--- src/rtl/time_adjust_ctrl.sv ---
// Time-of-day counter (hh:mm:ss) with a run/adjust mode FSM.
// Adjust mode edits one field from button edges and blinks it.
`timescale 1ns/1ps
module time_adjust_ctrl #(
   parameter int CLK_DIV   = 50000000,
   parameter int BLINK_DIV = 12500000
) (
   input  logic       CLOCK_50,
   input  logic       rst_n,
   input  logic       adjust,
   input  logic       add,
   input  logic       clr,
   input  logic [3:0] select,
   output logic [5:0] sec,
   output logic [5:0] min,
   output logic [4:0] hour,
   output logic       tick_1hz,
   output logic       day_pulse,
   output logic [2:0] blank
);

   typedef enum logic {RUN, ADJ} state_t;

   localparam int PW = (CLK_DIV > 1) ? $clog2(CLK_DIV) : 1;
   localparam int BW = (BLINK_DIV > 1) ? $clog2(BLINK_DIV) : 1;
   localparam logic [PW-1:0] PRE_MAX = PW'(CLK_DIV - 1);
   localparam logic [BW-1:0] BLK_MAX = BW'(BLINK_DIV - 1);

   state_t        state_q, state_d;
   logic [PW-1:0] presc_q, presc_d;
   logic [BW-1:0] blink_cnt_q, blink_cnt_d;
   logic          phase_q, phase_d;
   logic [5:0]    sec_q, sec_d;
   logic [5:0]    min_q, min_d;
   logic [4:0]    hour_q, hour_d;
   logic          tick_q, tick_d;
   logic          day_q, day_d;
   logic          add_prev_q, add_prev_d;
   logic          clr_prev_q, clr_prev_d;

   logic          add_edge, clr_edge;
   logic [2:0]    sel_mask;
   logic          sel_unused;

   assign sel_unused = ^select[3:2];

   assign add_edge = add & ~add_prev_q;
   assign clr_edge = clr & ~clr_prev_q;

   always_comb begin
      sel_mask = 3'b000;
      unique case (select[1:0])
         2'd0: sel_mask = 3'b001;
         2'd1: sel_mask = 3'b010;
         2'd2: sel_mask = 3'b100;
         default: sel_mask = 3'b000;
      endcase
   end

   always_comb begin
      state_d     = state_q;
      presc_d     = presc_q;
      blink_cnt_d = blink_cnt_q;
      phase_d     = phase_q;
      sec_d       = sec_q;
      min_d       = min_q;
      hour_d      = hour_q;
      tick_d      = 1'b0;
      day_d       = 1'b0;
      add_prev_d  = add;
      clr_prev_d  = clr;

      unique case (state_q)
         RUN: begin
            if (!adjust) begin
               // a wrap coinciding with the mode change is dropped
               state_d     = ADJ;
               presc_d     = '0;
               blink_cnt_d = '0;
               phase_d     = 1'b0;
            end else if (presc_q == PRE_MAX) begin
               presc_d = '0;
               tick_d  = 1'b1;
               if (sec_q == 6'd59) begin
                  sec_d = '0;
                  if (min_q == 6'd59) begin
                     min_d = '0;
                     if (hour_q == 5'd23) begin
                        hour_d = '0;
                        day_d  = 1'b1;
                     end else begin
                        hour_d = hour_q + 5'd1;
                     end
                  end else begin
                     min_d = min_q + 6'd1;
                  end
               end else begin
                  sec_d = sec_q + 6'd1;
               end
            end else begin
               presc_d = presc_q + 1'b1;
            end
         end
         ADJ: begin
            presc_d = '0;
            if (adjust) state_d = RUN;
            if (blink_cnt_q == BLK_MAX) begin
               blink_cnt_d = '0;
               phase_d     = ~phase_q;
            end else begin
               blink_cnt_d = blink_cnt_q + 1'b1;
            end
            if (clr_edge) begin
               if (sel_mask[0]) sec_d  = '0;
               if (sel_mask[1]) min_d  = '0;
               if (sel_mask[2]) hour_d = '0;
            end else if (add_edge) begin
               if (sel_mask[0])
                  sec_d = (sec_q == 6'd59) ? 6'd0 : sec_q + 6'd1;
               if (sel_mask[1])
                  min_d = (min_q == 6'd59) ? 6'd0 : min_q + 6'd1;
               if (sel_mask[2])
                  hour_d = (hour_q == 5'd23) ? 5'd0 : hour_q + 5'd1;
            end
         end
         default: state_d = RUN;
      endcase
   end

   always_ff @(posedge CLOCK_50 or negedge rst_n) begin
      if (!rst_n) begin
         state_q     <= RUN;
         presc_q     <= '0;
         blink_cnt_q <= '0;
         phase_q     <= 1'b0;
         sec_q       <= '0;
         min_q       <= '0;
         hour_q      <= '0;
         tick_q      <= 1'b0;
         day_q       <= 1'b0;
         // held buttons at release must not look like a fresh press
         add_prev_q  <= 1'b1;
         clr_prev_q  <= 1'b1;
      end else begin
         state_q     <= state_d;
         presc_q     <= presc_d;
         blink_cnt_q <= blink_cnt_d;
         phase_q     <= phase_d;
         sec_q       <= sec_d;
         min_q       <= min_d;
         hour_q      <= hour_d;
         tick_q      <= tick_d;
         day_q       <= day_d;
         add_prev_q  <= add_prev_d;
         clr_prev_q  <= clr_prev_d;
      end
   end

   assign sec       = sec_q;
   assign min       = min_q;
   assign hour      = hour_q;
   assign tick_1hz  = tick_q;
   assign day_pulse = day_q;
   assign blank     = (state_q == ADJ && phase_q) ? sel_mask : 3'b000;

endmodule

--- config.mk ---
export PLATFORM = sky130hd
export DESIGN_NAME = time_adjust_ctrl
export DESIGN_NICKNAME = d
export VERILOG_FILES = /design/src/rtl/time_adjust_ctrl.sv
export SDC_FILE = /design/constraint.sdc
export NUM_CORES = 1
export LEC_CHECK = 0
export CAP_MARGIN = 5
export CORE_AREA = 2 2 89 91
export CTS_CLUSTER_DIAMETER = 80
export DETAILED_ROUTE_END_ITERATION = 10
export DIE_AREA = 0 0 91 93
export DONT_BUFFER_PORTS = 1
export PLACE_DENSITY_LB_ADDON = 0.1
export SKIP_CTS_REPAIR_TIMING = 1
export SYNTH_ARGS = -nofsm -noshare
export SYNTH_HDL_FRONTEND = slang
export SYNTH_SLANG_ARGS = --single-unit
--- constraint.sdc ---
create_clock -name CLOCK_50 -period 2.45 [get_ports CLOCK_50]
set_input_delay 0.49 -clock CLOCK_50 [delete_from_list [all_inputs] [get_ports CLOCK_50]]
set_output_delay 0.49 -clock CLOCK_50 [all_outputs]
set_load 0.03 [all_outputs]
Word level (Yosys, flattened, before mapping)
Cells that the tools add are included.
- equal/unequal tests: 17
- bitwise logic cells: 6
- reduce and logical (&&, ||, !) cells: 6
- mux-type cells: 48
- add/sub/neg operators: 5
- operator list (cell ; count):
    two-way mux 6 bit ; 15
    two-way mux 26 bit ; 2
    one-hot mux 26 bit (2 select lines) ; 1
    two-way mux 24 bit ; 2
    one-hot mux 24 bit (2 select lines) ; 1
    two-way mux 5 bit ; 9
    adder 26 x 1 -> 26 bit, second input constant ; 1
    == test 26 bit, second input constant ; 1
    adder 24 x 1 -> 24 bit, second input constant ; 1
    == test 24 bit, second input constant ; 1
    one-hot mux 6 bit (2 select lines) ; 2
    adder 6 x 1 -> 6 bit, second input constant ; 2
    == test 6 bit, second input constant ; 2
    two-way mux 1 bit ; 12
    != test 2 bit, second input constant ; 5
    one-hot mux 5 bit (2 select lines) ; 1
    one-hot mux 3 bit (3 select lines) ; 1
    != test 2 x 1 -> 1 bit, second input constant ; 4
    AND reduction 6 bit ; 1
    adder 5 x 1 -> 5 bit, second input constant ; 1
    == test 5 bit, second input constant ; 1
    AND reduction 5 bit ; 1
    inverter 1 bit ; 4
    AND reduction 4 bit ; 1
    other kinds (9) ; 10
- input port bits: 9
- register bits: 73
- output and inout port bits: 22
- word-level logic and storage cells: 93

Longest topological paths before layout
Gate-level depths: netlist of run 1.
- depth in word-level cells: 7
- mapped depth: 8
- mapped depth without buffers: 6

Least setup slack after synthesis of run 1
OpenSTA, ideal clock, no wires.
- path kind: reg2reg
- start: reg blink_cnt_q[8]
- end: reg blink_cnt_q[9]
- cell stages (with the launch flop): 7
- setup slack: 0.349 ns
- data required time: 2.329 ns
- setup time: 0.121 ns
- clock period less this slack: 2.101 ns
- arrival time: 1.980 ns
- path buffers: 1
- cells stage by stage: dfrtp_1 > or4b_4 > nor4_4 > a41oi_2 > buf_4 > a21o_1 > a22o_1
- cells in the longest elaborated chain, start to end: 3
- elaborated cells between the ends (all ways): 4
- ends and longest elaborated chain (element ; RTL line ; text):
    start: declaration ; 31 ; logic [BW-1:0] blink_cnt_q, blink_cnt_d;
    start signal: assignment ; 147 ; blink_cnt_q <= blink_cnt_d;
    adder 24 x 1 -> 24 bit or == test 24 bit (tied branches) ; 111, 107 ;
    two-way mux 24 bit * ; 107 ; if (blink_cnt_q == BLK_MAX) begin
    one-hot mux 24 bit (2 select lines) * ; 73 ; unique case (state_q)
Mark *: on every way between the ends. The rest lies on a longest branch, timed or not.
A chain may end at the register's enable or synchronous reset.

Worst setup path after layout of run 1
- start: reg state_q
- end: out blank[2]
- cells in the longest elaborated chain, start to end: 2
- ends and longest elaborated chain (element ; RTL line ; text):
    start: declaration ; 29 ; state_t state_q, state_d;
    start signal: assignment ; 145 ; state_q <= state_d;
    logical AND 1 bit ; 164 ; assign blank = (state_q == ADJ && phase_q) ? sel_mask : 3'b000;
    two-way mux 3 bit ; 164 ;
    end: declaration ; 19 ; output logic [2:0] blank
Every way passes these cells.

==> impl_results.md, run 1 <==
* H-Tree Depth at 3
* CTS tree: yes
* RR Startpoint: presc_q[0]
* Final wirelength at 8.985 mm
* Share of the synthesized area in the top cell type at roughly 45%
* Router iterations before antenna repair at 5
* Crit. End Element: output port
* Syn Area/Cell at 9.034 um2
* Die area at 0.008463 mm2
* CP max-delay cell: dfrtp_1
* Final #Nets at 470
* Area Growth Syn to Fin at 10.43%
* Worst hold-check path type: input port to async pin
* Sequential power share at 53.8%
* Routability cong. at around 0.84
* Max incr delay on CP at approximately 0.56 ns
* Max-Cap Viols at 0
* Commonest cells in the netlist: dfrtp_1 (71), nor2_1 (55), nand2_1 (47)
* Sequential area share after synthesis at approximately 46%
* Vias at 3369
* Number of I/O port buffers at 0
* Antenna viol nets, final at 0
* Distinct cell type count after synthesis at 53
* Worst R2R Path Depth at 6
* Count leader, synth: dfrtp_1
* DPL Wire Length at a little over 6 mm
* Combinational Power Share at 16.4%
* Routed length per instance at 15.96 um
* CORE AREA at 0.007527 mm2
* Top_reg_cell synth: dfrtp_1
* Pwr per Cell Area at ~640 mW/mm2
* Critical path peak fanout at 12
* IO Pins at 31
* Worst path required time at 1.96 ns
* Synth warn at 0
* First-pass GRT wire length at 15.84 mm
* Detailed-route DRC error count at 0
* Synth area leader: dfrtp_1
* Vias per cell at 5.984
* Clock power frac at 29.8%
* Syn_nets at 455
* Cells after DPL at between 500 and 600
* Slew Limit Fails at 0
* Worst Tran Pin Value at slightly above 0.6 ns
* Asr flop ratio synth at 100.0%
* Cell Area, Synth at 0.003984 mm2
* Worst R2R Setup Slack at 0.18 ns
* Final hold slack at 0.02000 ns
* Root Driver: clkbuf_8
* Crit Path Class: register to output port
* Final Setup Violations at 0
* Startpoint type of the worst setup path: register
* Status: completed
* Clock sinks at between 70 and 80
* Largest net degree at the start of global routing at 74
* Initial antenna violation count at 0
* Tmin final at between 2 and 2.5 ns
* Tot GR Track Use at 22.82%
* Die Span Y at 93 um
* Clock slew at reported path FFs at about 0.08 ns
* Starting Density at 52.93%
* Crit path DAT at roughly 1.8 ns
* Final Hold Fails at 0
* Crit path cell chain: clkinv_1, nor3b_1, and2_1
* Fmax at approximately 430 MHz
* Maximum clock path buffer count at 2
* Sw Pwr at 929.2 uW
* Switching portion of total power at about a third
* Maximum VDD drop at 0.3257 mV
* Clk_lat worst skew at 0.34 ns
* Synth area leaders: dfrtp_1 (45%), nor2_1 (5.2%), nand2_1 (4.4%)
* Fin cells at about 560
* Ant. Diodes at 0
* Number of CTS-inserted buffers at 9
* Grt total ovfl at 0
* Internal Power at 1901 uW
* Post-synth EDFFs at 0
* Lkg Pwr at ~0.0017 uW
* Setup Skew at 0.01201 ns
* Worst setup path start: state_q
* Headroom to the max-slew limit at 59.24%
* Post-synthesis register bit count at 73
* Layout cells sized above 1 at 9.111%
* Fin crit share at 94.76%
* Crit path to: blank[2]
* Synth Instances at around 440
* Die X-Extent at 91 um
* FF-to-FF End: hour[2]
* FP Rows at 32
* Starting DRC count in detailed routing at 172
* Number of global-route vias before repair at about 3400
-- metrics by stage --
stage / area [um2] / utilization, % / setup slack (ns) / setup TNS (ns) / total power (uW)
5_1_grt: 4399 / 58.44 / -0.01287 / -0.01287 / 2996
3_3_place_gp: 4178 / 55.50 / 0.1522 / 0 / 1955
3_5_place_dp: 4178 / 55.50 / 0.07675 / 0 / 1978
6_report: 4399 / 58.44 / 0.1283 / 0 / 2830
4_1_cts: 4350 / 57.80 / 0.06808 / 0 / 2820
2_1_floorplan: 3984 / - / 0.3488 / 0 / 1831
-- critical path: cells and delay by family, from the launching register on --
kind,cells,cell delay [ns]
and+or+nand+nor,2,0.73
DFF,1,0.56
buffers and inverters,1,0.20
-- metal layers --
layer	up-vias	wire, um	GRT usage, %
met2	83	4083	36.48
met4	0	171	8.712
met1	1616	4349	30.51
met3	16	381	5.157
met5	-	0	0
li1	1654	-	-
-- flip-flops by register name, indices dropped and copies added, names as in the netlist --
| register | cells |
|---|---|
| add_prev_q | 1 |
| day_pulse | 1 |
| phase_q | 1 |
| state_q | 1 |
| hour | 5 |
| clr_prev_q | 1 |
| min | 6 |
| sec | 6 |
| presc_q | 26 |
| blink_cnt_q | 24 |
| tick_1hz | 1 |
-- logic make-up after synthesis --
family | count (synthesis) | share of synthesized area (%)
adders and majority gates | 5 | 1.570
and+or+nand+nor | 219 | 28.64
muxes | 3 | 0.7852
DFF | 73 | 45.92
AOI/OAI and AO/OA | 90 | 14.82
xor gates and xnor gates | 25 | 5.496
buffers and inverters | 26 | 2.764
-- area by class of cell --
class                      instances  area (um2)
fill                             702        3128
clock inverter                     5       31.28
sequential                        73        1829
multi-input combinational        342        2062
tap                              102       127.6
inverter                          11       41.29
timing repair buffer              19       166.4
clock buffer                      11       141.4
-- worst min-delay path by stage --
| stage | startpoint | to | slack (ns) | cells past startpoint |
|---|---|---|---|---|
| after floorplan | rst_n | blink_cnt_q[0] | 0.19 | 0 |
| after global placement | rst_n | min[3] | 0.20 | 0 |
| after detailed placement | rst_n | min[4] | 0.20 | 0 |
| after CTS | rst_n | min[4] | -0.18 | 0 |
| after global routing | rst_n | min[4] | 0.04 | 1 |
| final | rst_n | min[4] | 0.02 | 1 |
-- power by group through the flow --
stage          Sequential, uW  Combinational [uW]  Clock (uW)
2_1_floorplan            1570                 260           0
3_3_place_gp             1540                 418           0
3_5_place_dp             1540                 435           0
4_1_cts                  1520                 437         863
5_1_grt                  1550                 521         929
6_report                 1520                 465         843
-- layout by cell type (no fill, tap or decap), types with 3 or more instances in the layout --
cell type  count
a21oi_1       18
a22o_1         7
a31oi_1       19
a41oi_1        5
and2_1         4
and3_1        18
and4_1         8
buf_4         17
clkbuf_8      10
clkinv_2       3
dfrtp_1       71
ha_1           5
inv_1         10
nand2_1       47
nand2b_1       5
nand3_1       29
nand3b_1       3
nand4_1       15
nor2_1        55
nor2b_1        4
nor3_1         7
nor3b_1        3
nor4_1         8
nor4b_1        4
o21a_1         3
o21ai_0       12
o21ai_1        8
o31ai_1        6
xnor2_1       18
xor2_1         7
Note: power is estimated with default switching activity, not from simulation.
==> run 2: changes to the inputs <==
--- a/config.mk
+++ b/config.mk
@@ -12,6 +12,7 @@
 export DIE_AREA = 0 0 91 93
 export DONT_BUFFER_PORTS = 1
 export PLACE_DENSITY_LB_ADDON = 0.1
+export SETUP_SLACK_MARGIN = 0.3
 export SKIP_CTS_REPAIR_TIMING = 1
 export SYNTH_ARGS = -nofsm -noshare
 export SYNTH_HDL_FRONTEND = slang
==> run 2 against run 1 <==
Against the previous run: the flow now finishes with violations (negative hold slack); combinational power grew 6.9%; wire length grew 6.4%; worst setup slack lost 0.029 ns; global-route usage is the same; highest routed layer unchanged.
==> impl_results.md, run 2 (synthesized netlist as in run 1, its figures left out) <==
* RSZ-0062 raised after global routing: yes
* Die area at 0.008463 mm2 (unchanged)
* Setup Skew at 0.01445 ns (was 0.01201 ns)
* Lkg Pwr at 0.001863 uW (was 0.001748 uW)
* Maximum clock path buffer count at 2 (unchanged)
* Worst Tran Pin Value at 0.6056 ns (was 0.6059 ns)
* Setup tns final at 0 ns (unchanged)
* IO Pins at 31 (unchanged)
* Final Hold Fails at 71 (was 0)
* Worst path required time at 2.66 ns (was 1.96 ns)
* DPL Wire Length at 6.151 mm (unchanged)
* Startpoint type of the worst setup path: register (unchanged)
* Routed length per instance at 16.60 um (was 15.96 um)
* Grt total ovfl at 0 (unchanged)
* H-Tree Depth at 3 (unchanged)
* Post-Layout Inst Area at 0.004659 mm2 (was 0.004399 mm2)
* Crit path DAT at 2.57 ns (was 1.83 ns)
* Fmax at 425.4 MHz (was 430.7 MHz)
* Ant. Diodes at 0 (unchanged)
* Failing checks: negative hold slack
* Initial antenna violation count at 0 (unchanged)
* Headroom to the max-slew limit at 59.25% (was 59.24%)
* Largest net degree at the start of global routing at 74 (unchanged)
* CTS tree: yes (unchanged)
* Tot GR Track Use at 22.82% (unchanged)
* Final Setup Violations at 0 (unchanged)
* Root Driver: clkbuf_8 (unchanged)
* Biggest regs: presc_q (26), blink_cnt_q (24) (unchanged)
* Die Span Y at 93 um (unchanged)
* Most frequent cells in the layout: dfrtp_1 (68), nor2_1 (55), nand2_1 (47) (was dfrtp_1 (71), nor2_1 (55), nand2_1 (47))
* Crit Path Class: register to register (was register to output port)
* Starting DRC count in detailed routing at 189 (was 172)
* Clk_lat worst skew at 0.34 ns (about the same)
* Area Growth Syn to Fin at 16.96% (was 10.43%)
* Clock slew at reported path FFs at 0.08 ns (about the same)
* Worst R2R Setup Slack at 0.1 ns (was 0.18 ns)
* Pwr per Cell Area at 615.7 mW/mm2 (was 643.3 mW/mm2)
* Critical path peak fanout at 7 (was 12)
* Fin cells at 576 (was 563)
* Layout cells sized above 1 at 16.88% (was 9.111%)
* Most flop-heavy register: presc_q (unchanged)
* Worst hold-check path type: input port to async pin (unchanged)
* Clock sinks at 73 (unchanged)
* Slew Limit Fails at 0 (unchanged)
* Status: finished with violations (was completed)
* FP Rows at 32 (unchanged)
* Number of global-route vias before repair at 3402 (unchanged)
* Worst R2R Path Depth at 8 (was 6)
* Final #Nets at 483 (was 470)
* Max-Cap Viols at 0 (unchanged)
* Starting Density at 52.93% (unchanged)
* Routability cong. at 0.8393 (unchanged)
* Antenna viol nets, final at 0 (unchanged)
* Maximum VDD drop at 0.3451 mV (was 0.3257 mV)
* Crit. End Element: register (was output port)
* Number of CTS-inserted buffers at 9 (unchanged)
* Cells after DPL at 546 (unchanged)
* Most common cell after layout, fill and taps aside: dfrtp_1 (unchanged)
* Router iterations before antenna repair at 4 (was 5)
* Vias at 3487 (was 3369)
* Largest register FFs at 26 (unchanged)
* First-pass GRT wire length at 15.84 mm (unchanged)
* Die X-Extent at 91 um (unchanged)
* Detailed-route DRC error count at 0 (unchanged)
* Final wirelength at 9.559 mm (was 8.985 mm)
* Fillers at 680 (was 702)
* Fin crit share at 95.95% (was 94.76%)
* CORE AREA at 0.007527 mm2 (unchanged)
* Vias per cell at 6.054 (was 5.984)
* Area after DPL at 0.004178 mm2 (unchanged)
* Final hold slack at -0.1686 ns (was 0.02000 ns)
* Number of I/O port buffers at 0 (unchanged)
* Tmin final at 2.351 ns (was 2.322 ns)
## run 2: cell count changes in the layout (fill, tap and decap cells not counted), sizes merged
cell / change
buf: +12
clkbuf: +1
## run 2: final timing paths
check	startpoint	to
max in group asynchronous	rst_n	clr_prev_q
setup reg to reg	blink_cnt_q[0]	blink_cnt_q[5]
hold / removal	rst_n	min[3]
setup / recovery	blink_cnt_q[0]	blink_cnt_q[5]
hold reg to reg	blink_cnt_q[21]	blink_cnt_q[21]
min in group CLOCK_50	add	add_prev_q
## run 2: metrics by stage
step / util, % / worst slack, ns / power [uW]
after detailed placement: 55.50 / 0.07675 / 1978
after global routing: 61.90 / 0.01352 / 3023
after CTS: 57.80 / 0.06808 / 2820
final: 61.90 / 0.09922 / 2869
after floorplan: - / 0.3488 / 1831
after global placement: 55.50 / 0.1522 / 1955
## run 2: power breakdown
| part | internal [uW] | total (uW) | switching, uW |
|---|---|---|---|
| sequential | 1320 | 1530 | 213 |
| clock | 392 | 842 | 450 |
| combinational | 227 | 497 | 270 |
## run 2: worst max-delay path, cell delays in order (launching register included)
cell and delay, ns:
dfrtp_1 0.41, ha_4 0.16, or4bb_4 0.48, nor4_4 0.40, a41oi_4 0.25, buf_4 0.21, clkbuf_16 0.15, o21ai_1 0.09
a31oi_1 0.10
## run 2: layout make-up
class | instances | area (um2) | share of cell area [%]
Multi-Input combinational cell | 342 | 2205 | 47.31
Sequential cell | 73 | 1833 | 39.34
Timing Repair Buffer | 32 | 280.3 | 6.015
Clock buffer | 11 | 141.4 | 3.034
Tap cell | 102 | 127.6 | 2.739
Inverter | 11 | 41.29 | 0.8861
Clock inverter | 5 | 31.28 | 0.6713
## run 2: layer usage
layer  up-vias  routed length [um]  global-route usage (%)
met5         -                   0                       0
met2        88                4580                   36.48
li1       1679                   -                       -
met1      1704                4414                   30.51
met3        16                 405                   5.157
met4         0                 159                   8.712
